$ cat config.mk
export PLATFORM = sky130hd
export DESIGN_NAME = pop_breeder
export DESIGN_NICKNAME = d
export VERILOG_FILES = /design/src/rtl/pop_breeder.sv
export SDC_FILE = /design/constraint.sdc
export NUM_CORES = 1
export LEC_CHECK = 0
export CORE_AREA = 2 2 357 359
export CTS_CLUSTER_DIAMETER = 80
export DETAILED_ROUTE_END_ITERATION = 7
export DIE_AREA = 0 0 359 361
export HOLD_SLACK_MARGIN = 0.1
export PLACE_DENSITY = 0.56
export RECOVER_POWER = 100
export SETUP_SLACK_MARGIN = 0.1
export SYNTH_ARGS = -nofsm -noshare
export SYNTH_HDL_FRONTEND = slang
export SYNTH_SLANG_ARGS = --single-unit
$ cat constraint.sdc
create_clock -name clk -period 5.6 [get_ports clk]
set_input_delay 1.4 -clock clk [delete_from_list [all_inputs] [get_ports clk]]
set_output_delay 1.4 -clock clk [all_outputs]
set_load 0.02 [all_outputs]
$ cat src/rtl/pop_breeder.sv
// Breeds the next GA population: the sorted parents survive unchanged (elitism),
// and each parent is crossed with its successor, driven by a 16-bit Galois LFSR.
module pop_breeder #(
  parameter int GENE_W    = 30,
  parameter int N_PARENTS = 10
) (
  input  logic                            clk,
  input  logic                            rst_n,
  input  logic                            start,
  input  logic [N_PARENTS*GENE_W-1:0]     sorted,
  input  logic [15:0]                     seed,
  input  logic                            mutate_en,
  output logic [2*N_PARENTS*GENE_W-1:0]   pop,
  output logic                            busy,
  output logic                            done
);

  localparam int CW = (N_PARENTS > 1) ? $clog2(N_PARENTS) : 1;
  localparam logic [15:0] LFSR_INIT = 16'hACE1;
  localparam logic [15:0] LFSR_TAPS = 16'hB400;
  localparam logic [GENE_W-1:0] GENE_ONE = GENE_W'(1);

  typedef enum logic [1:0] {IDLE, BREED, DONE} state_t;

  state_t                      state;
  logic [N_PARENTS*GENE_W-1:0] parents;
  logic                        mut_q;
  logic [15:0]                 lfsr;
  logic [15:0]                 lfsr_next;
  logic [CW-1:0]               idx;
  logic [GENE_W-1:0]           par_a;
  logic [GENE_W-1:0]           par_b;
  logic [GENE_W-1:0]           mask;
  logic [GENE_W-1:0]           child;
  logic [4:0]                  xp;
  logic [4:0]                  mq;

  // Folds a 5-bit LFSR field into a bit position below GENE_W (single subtraction).
  function automatic logic [4:0] reduce_pos(input logic [4:0] v);
    if (int'({27'd0, v}) < GENE_W) return v;
    else return v - 5'(GENE_W);
  endfunction

  // NOTE: every signal assigned in always_comb gets a default first, so no
  // path through the block leaves a value held and no latch is inferred.
  always_comb begin
    par_a = '0;
    par_b = '0;
    for (int k = 0; k < N_PARENTS; k++) begin
      if (idx == CW'(k)) begin
        par_a = parents[k*GENE_W +: GENE_W];
        par_b = parents[((k + 1) % N_PARENTS)*GENE_W +: GENE_W];
      end
    end
    xp    = reduce_pos(lfsr[4:0]);
    mq    = reduce_pos(lfsr[9:5]);
    mask  = ~({GENE_W{1'b1}} << xp);
    child = (par_a & mask) | (par_b & ~mask);
    if (mut_q && (lfsr[15:13] == 3'b000)) child = child ^ (GENE_ONE << mq);
    lfsr_next = (lfsr >> 1) ^ (lfsr[0] ? LFSR_TAPS : 16'h0000);
  end

  // NOTE: sequential state uses non-blocking assignments only, so every
  // register samples pre-edge values regardless of statement order.
  always_ff @(posedge clk or negedge rst_n) begin
    if (!rst_n) begin
      state   <= IDLE;
      // NOTE: pop is a register bank read combinationally, not a RAM, so it is
      // cleared by reset like any other register.
      pop     <= '0;
      parents <= '0;
      mut_q   <= 1'b0;
      lfsr    <= LFSR_INIT;
      idx     <= '0;
      busy    <= 1'b0;
      done    <= 1'b0;
    end else begin
      case (state)
        IDLE: begin
          done <= 1'b0;
          if (start) begin
            parents                     <= sorted;
            mut_q                       <= mutate_en;
            lfsr                        <= (seed == 16'h0000) ? LFSR_INIT : seed;
            pop[N_PARENTS*GENE_W-1:0]   <= sorted;
            idx                         <= '0;
            busy                        <= 1'b1;
            state                       <= BREED;
          end
        end
        BREED: begin
          for (int k = 0; k < N_PARENTS; k++) begin
            if (idx == CW'(k)) pop[(N_PARENTS + k)*GENE_W +: GENE_W] <= child;
          end
          lfsr <= lfsr_next;
          if (idx == CW'(N_PARENTS - 1)) begin
            state <= DONE;
            done  <= 1'b1;
          end else begin
            idx <= idx + CW'(1);
          end
        end
        DONE: begin
          // start is deliberately not looked at here.
          done  <= 1'b0;
          busy  <= 1'b0;
          state <= IDLE;
        end
        default: begin
          state <= IDLE;
          busy  <= 1'b0;
          done  <= 1'b0;
        end
      endcase
    end
  end

endmodule

# After elaboration in Yosys (flattened, before gate mapping)
# Cells that the tools add are included.
# classes
n_addsub,3
magnitude_cmp,2
eq_ne,13
shift,2
mux,37
bitwise_logic,8
n_reduce_logical,21
# op_table
cell,n
2-to-1 mux 30 bit,21
AND 30 bit,2
inverter 30 bit,2
2-to-1 mux 16 bit,3
case mux 16 bit (2 select lines),1
bitwise OR 30 bit,1
<< shifter 1 x 5 -> 30 bit (first input constant),1
<< shifter 30 x 5 -> 30 bit (first input constant),1
bitwise XOR 30 bit,1
AND reduction 2 bit,14
== test 4 x 3 -> 1 bit (second input constant),4
zero test 16 bit,1
bitwise XOR 15 x 16 -> 16 bit,1
less-than comparator 5 bit (second input constant),2
2-to-1 mux 5 bit,2
subtractor 5 bit (second input constant),2
== test 4 x 2 -> 1 bit (second input constant),2
== test 4 bit (second input constant),2
2-to-1 mux 4 bit,2
case mux 4 bit (2 select lines),1
!= test 2 bit (second input constant),3
adder 4 x 1 -> 4 bit (second input constant),1
== test 4 x 1 -> 1 bit (second input constant),1
zero test 4 bit,1
other kinds (11),14
# word_totals
ff_bits,625
inputBits,320
elab_cells,103

# Longest topological paths before layout
# depth
ltp_word,15
mapped_depth,14
ltp_nobuf,8

# Worst setup path after synthesis
# Ideal clock, no wire load.
# synth_path
path_kind,register -> register
start,reg idx[0]
end,reg pop[351]
setup_ps,146
t_arrival_ps,2455
setup_slack_ps,2999
stages_incl_launch_ff,14
path_buffers,6
period_less_slack_ps,2601
path_cell_list,dfrtp_1 > inv_1 > ha_1 > buf_2 > buf_4 > buf_2 > buf_2 > buf_2 > a221oi_1 > nor2_1 > o31ai_1 > and3_1 > clkbuf_1 > o31ai_1
# synth_between
elab_chain_len,15
word_cells_on_any_way,36
classes_between,eq/ne: 9; mux: 21; bitwise: 4; reduce/logical: 2
# synth_lines
element,line,source
"start, declared",30,logic [CW-1:0] idx;
"start signal, assigned",100,idx <= idx + CW'(1);
zero test 4 bit,50,if (idx == CW'(k)) begin
2-to-1 mux 30 bit (10 in series),50,
AND 30 bit,58,child = (par_a & mask) | (par_b & ~mask);
bitwise OR 30 bit,58,
bitwise XOR 30 bit,59,if (mut_q && (lfsr[15:13] == 3'b000)) child = child ^ (GENE_ONE << mq);
2-to-1 mux 30 bit,59,
"end signal, assigned by index",85,pop[N_PARENTS*GENE_W-1:0] <= sorted;
"end signal, assigned by index",93,if (idx == CW'(k)) pop[(N_PARENTS + k)*GENE_W +: GENE_W] <= child;
"end, declared",13,"output logic [2*N_PARENTS*GENE_W-1:0] pop,"
# Parallel ways exist; a longest one is shown, timed or not.
# A chain may end at the register's enable or synchronous reset.

# Final worst setup path
# layout_path
start,reg idx[1]
end,reg pop[487]
# The elaborated chain is that of the path after synthesis.

==> results_dict.tcl <==
set metrics [dict create \
    multi_input_area_um2 15440 \
    post_cts_resize_count 0 \
    ys.flop_type "dfrtp_1" \
    grt_max_degree 181 \
    placementRows 130 \
    crit_top_cell "a21oi_1" \
    ys_ff_latch 625 \
    clock_latency_ns 0.70 \
    portBuffers 921 \
    slowest_stage "a21oi_1" \
    netlist_area_um2 32590 \
    finalNetCount 4841 \
    final_core_util 0.3671 \
    die_w_um 359 \
    r2r_setup_slack_ns 0.77 \
    hold_ws_ns 0.4688 \
    hold_buffers 0 \
    layout-drive-gt1-share 0.06942 \
    period_share 0.8619 \
    hold_viol_final 0 \
    overflow 0 \
    numCtsBuffers 82 \
    tightest_slew_ns 2.675 \
    fillers 12924 \
    whs_path_depth 2 \
    reg2reg_from "idx[1]" \
    hp-class "reg2reg" \
    min_to "pop[538]" \
    cp.arrival_ns 5.32 \
    yosysUniqueCellTypes 93 \
    drc 0 \
    p_leak_nw 20.59 \
    relSlewSlack -0.7832 \
    critPathMaxFanout 94 \
    gp_congestion 0.9175 \
    cp_slowest_stage_delay_ns 1.28 \
    netlist_instances 3775 \
    async_reset_ff_frac 1.000 \
    cts.clk_slew.worst_paths_ns 0.06 \
    dieArea_um2 129600 \
    cts_setup_buffers 0 \
    firstDrtPassIters 6 \
    fin_skew_ns 0.04983 \
    dp_cells 6081 \
    wl_per_cell_um 30.68 \
    hold_start "pop[538]" \
    slew_violations 287 \
    antenna_left 0 \
    worstPathCellList "inv_1, ha_4, buf_12, clkbuf_1, a21oi_1, nor4_1, a31oi_1, a21oi_1, o31ai_1" \
    required_ns 6.09 \
    crit_type "reg2reg" \
    setup_tns_ns 0 \
    powerDensity_nw_per_um2 727.3 \
    status "finished with violations" \
    synth_warnings 0 \
    rr_worst_depth 9 \
    synth_area_per_cell_um2 8.632 \
    max_freq_mhz 207.2 \
    dp_hpwl_um 144100 \
    ios 922 \
    drtIter0Drc 3991 \
    grt_pass1_wl_um 262500 \
    setup_viol 0 \
    end_kind "register" \
    cts_sinks 625 \
    violations "max-capacitance violations, max-slew violations" \
    start_util 0.2598 \
    fp.dieH_um 361 \
    synth_edf_count 0 \
    htreeDepth 3 \
    clockBufferDepth 3 \
    cts_tree "done" \
    grt_pass1_vias 31926 \
    core_area_um2 125400 \
    clockRootBuffer "clkbuf_16" \
    ys_seq_area_frac 0.4803 \
    ir_worst_vdd_v 0.0003565 \
    ff_latch_area_um2 15650 \
    track_usage 0.2855 \
    syn_nets 4101 \
    finalCriticalPeriod_ns 4.827 \
    drv.max_cap_violation_count 9 \
    reg2reg_to "pop[487]" \
    area_growth_pct 41.27 \
    rsz0062_at_grt "no" \
    cp-start-kind "register" \
    wirelength_um 191700 \
    antenna_found_initial 45 \
    routed-via-count 33946 \
    instances_no_fill 6248 \
    vias_per_cell 5.433 \
]
[flip-flops by register name (all words and copies together) (netlist names)]
| name | count |
|---|---|
| pop | 600 |
| idx | 4 |
| lfsr | 16 |
| state | 2 |
| busy | 1 |
| done | 1 |
| mut_q | 1 |
[cell usage after synthesis (43+ instances only)]
cell,n,area [um^2]
a21oi_1,240,1201
o31ai_1,207,1554
dfrtp_1,617,15440
o211ai_1,93,698.2
nand2_1,1246,4677
o221ai_1,45,394.1
nor2b_1,50,312.8
nand3_1,43,215.2
nor2_1,106,397.9
buf_2,125,625.6
o21ai_0,80,400.4
clkbuf_1,189,709.4
[placed cells by master, fill, tap and decap left out, types with 11 or more instances in the layout]
cell type and count:
dfrtp_1 615, and3b_1 21, clkbuf_1 22, mux2_2 29, nor2b_1 48, o2bb2ai_1 14
a21oi_1 245, nor3_1 20, clkbuf_16 83, clkbuf_8 15, inv_1 31, nor4_1 12
nand3_1 36, o21ai_0 99, diode_2 17, or4_1 24, clkinv_2 18, nand2_1 1242
dlygate4sd3_1 603, o31ai_2 13, o31ai_1 213, nand3b_1 35, clkdlybuf4s50_1 317, a221oi_1 37
o22ai_1 29, a211oi_1 34, o211ai_1 94, a22oi_1 26, a221o_1 15, buf_4 49
a21o_1 21, o221ai_1 45, and3_1 27, nand4_1 14, and2_1 11, a211o_1 27
nor2_1 105, o21a_1 17
[stage by stage]
step / cell area, um^2 / worst slack, ns / power (mW)
after CTS: 46210 / 1.361 / 34.31
final: 46040 / 0.7733 / 33.48
after floorplan: 32590 / 2.999 / 18.32
after detailed placement: 43350 / 1.372 / 28.56
after global placement: 43350 / 1.411 / 28.44
after global routing: 46020 / 0.6099 / 35.04
[worst max-delay path by stage]
stage	from	endpoint	slack, ns	cells past startpoint
finish	idx[1]	pop[487]	0.77	9
floorplan	idx[0]	pop[351]	3.00	13
global placement	idx[1]	pop[561]	1.41	9
CTS	idx[1]	pop[381]	1.36	9
detailed placement	idx[1]	pop[561]	1.37	9
global route	rst_n	pop[569]	0.61	2
[cell type report]
cell class | instances | area share
timing repair buffer | 1001 | 0.2141
inverter | 32 | 0.002609
clock inverter | 46 | 0.01196
antenna | 17 | 0.0009241
tap | 1650 | 0.04485
multi-input combinational | 2773 | 0.3354
clock buffer | 104 | 0.05009
sequential | 625 | 0.3400
[critical path: cells and delay by family (launching register included)]
family / cells / cell delay (ns)
flops: 1 / 0.47
fa+ha+maj: 1 / 0.77
simple gates: 1 / 0.24
compound gates: 4 / 1.74
buf+inv: 3 / 1.38
[cell families after synthesis]
group	synth area share
muxes	0.01313
DFF	0.4803
AOI/OAI and AO/OA	0.2298
buffers and inverters	0.05034
adders and majority gates	0.002304
xor gates and xnor gates	0.001613
and+or+nand+nor	0.2225
[report_power, final]
| group | total, mW | switching, mW | internal, mW |
|---|---|---|---|
| logic | 18.0 | 11.9 | 6.08 |
| clock network | 5.59 | 2.30 | 3.29 |
| registers | 9.91 | 3.45 | 6.46 |
| total | 33.5 | 17.7 | 15.8 |
[routing by layer]
layer	up-vias	routed length, um	track usage
met4	20	8873	0.1180
li1	14932	-	-
met5	-	114	0
met3	360	17200	0.07899
met1	16737	79740	0.3698
met2	1897	85740	0.4479
Note: power is estimated with default switching activity, not from simulation.
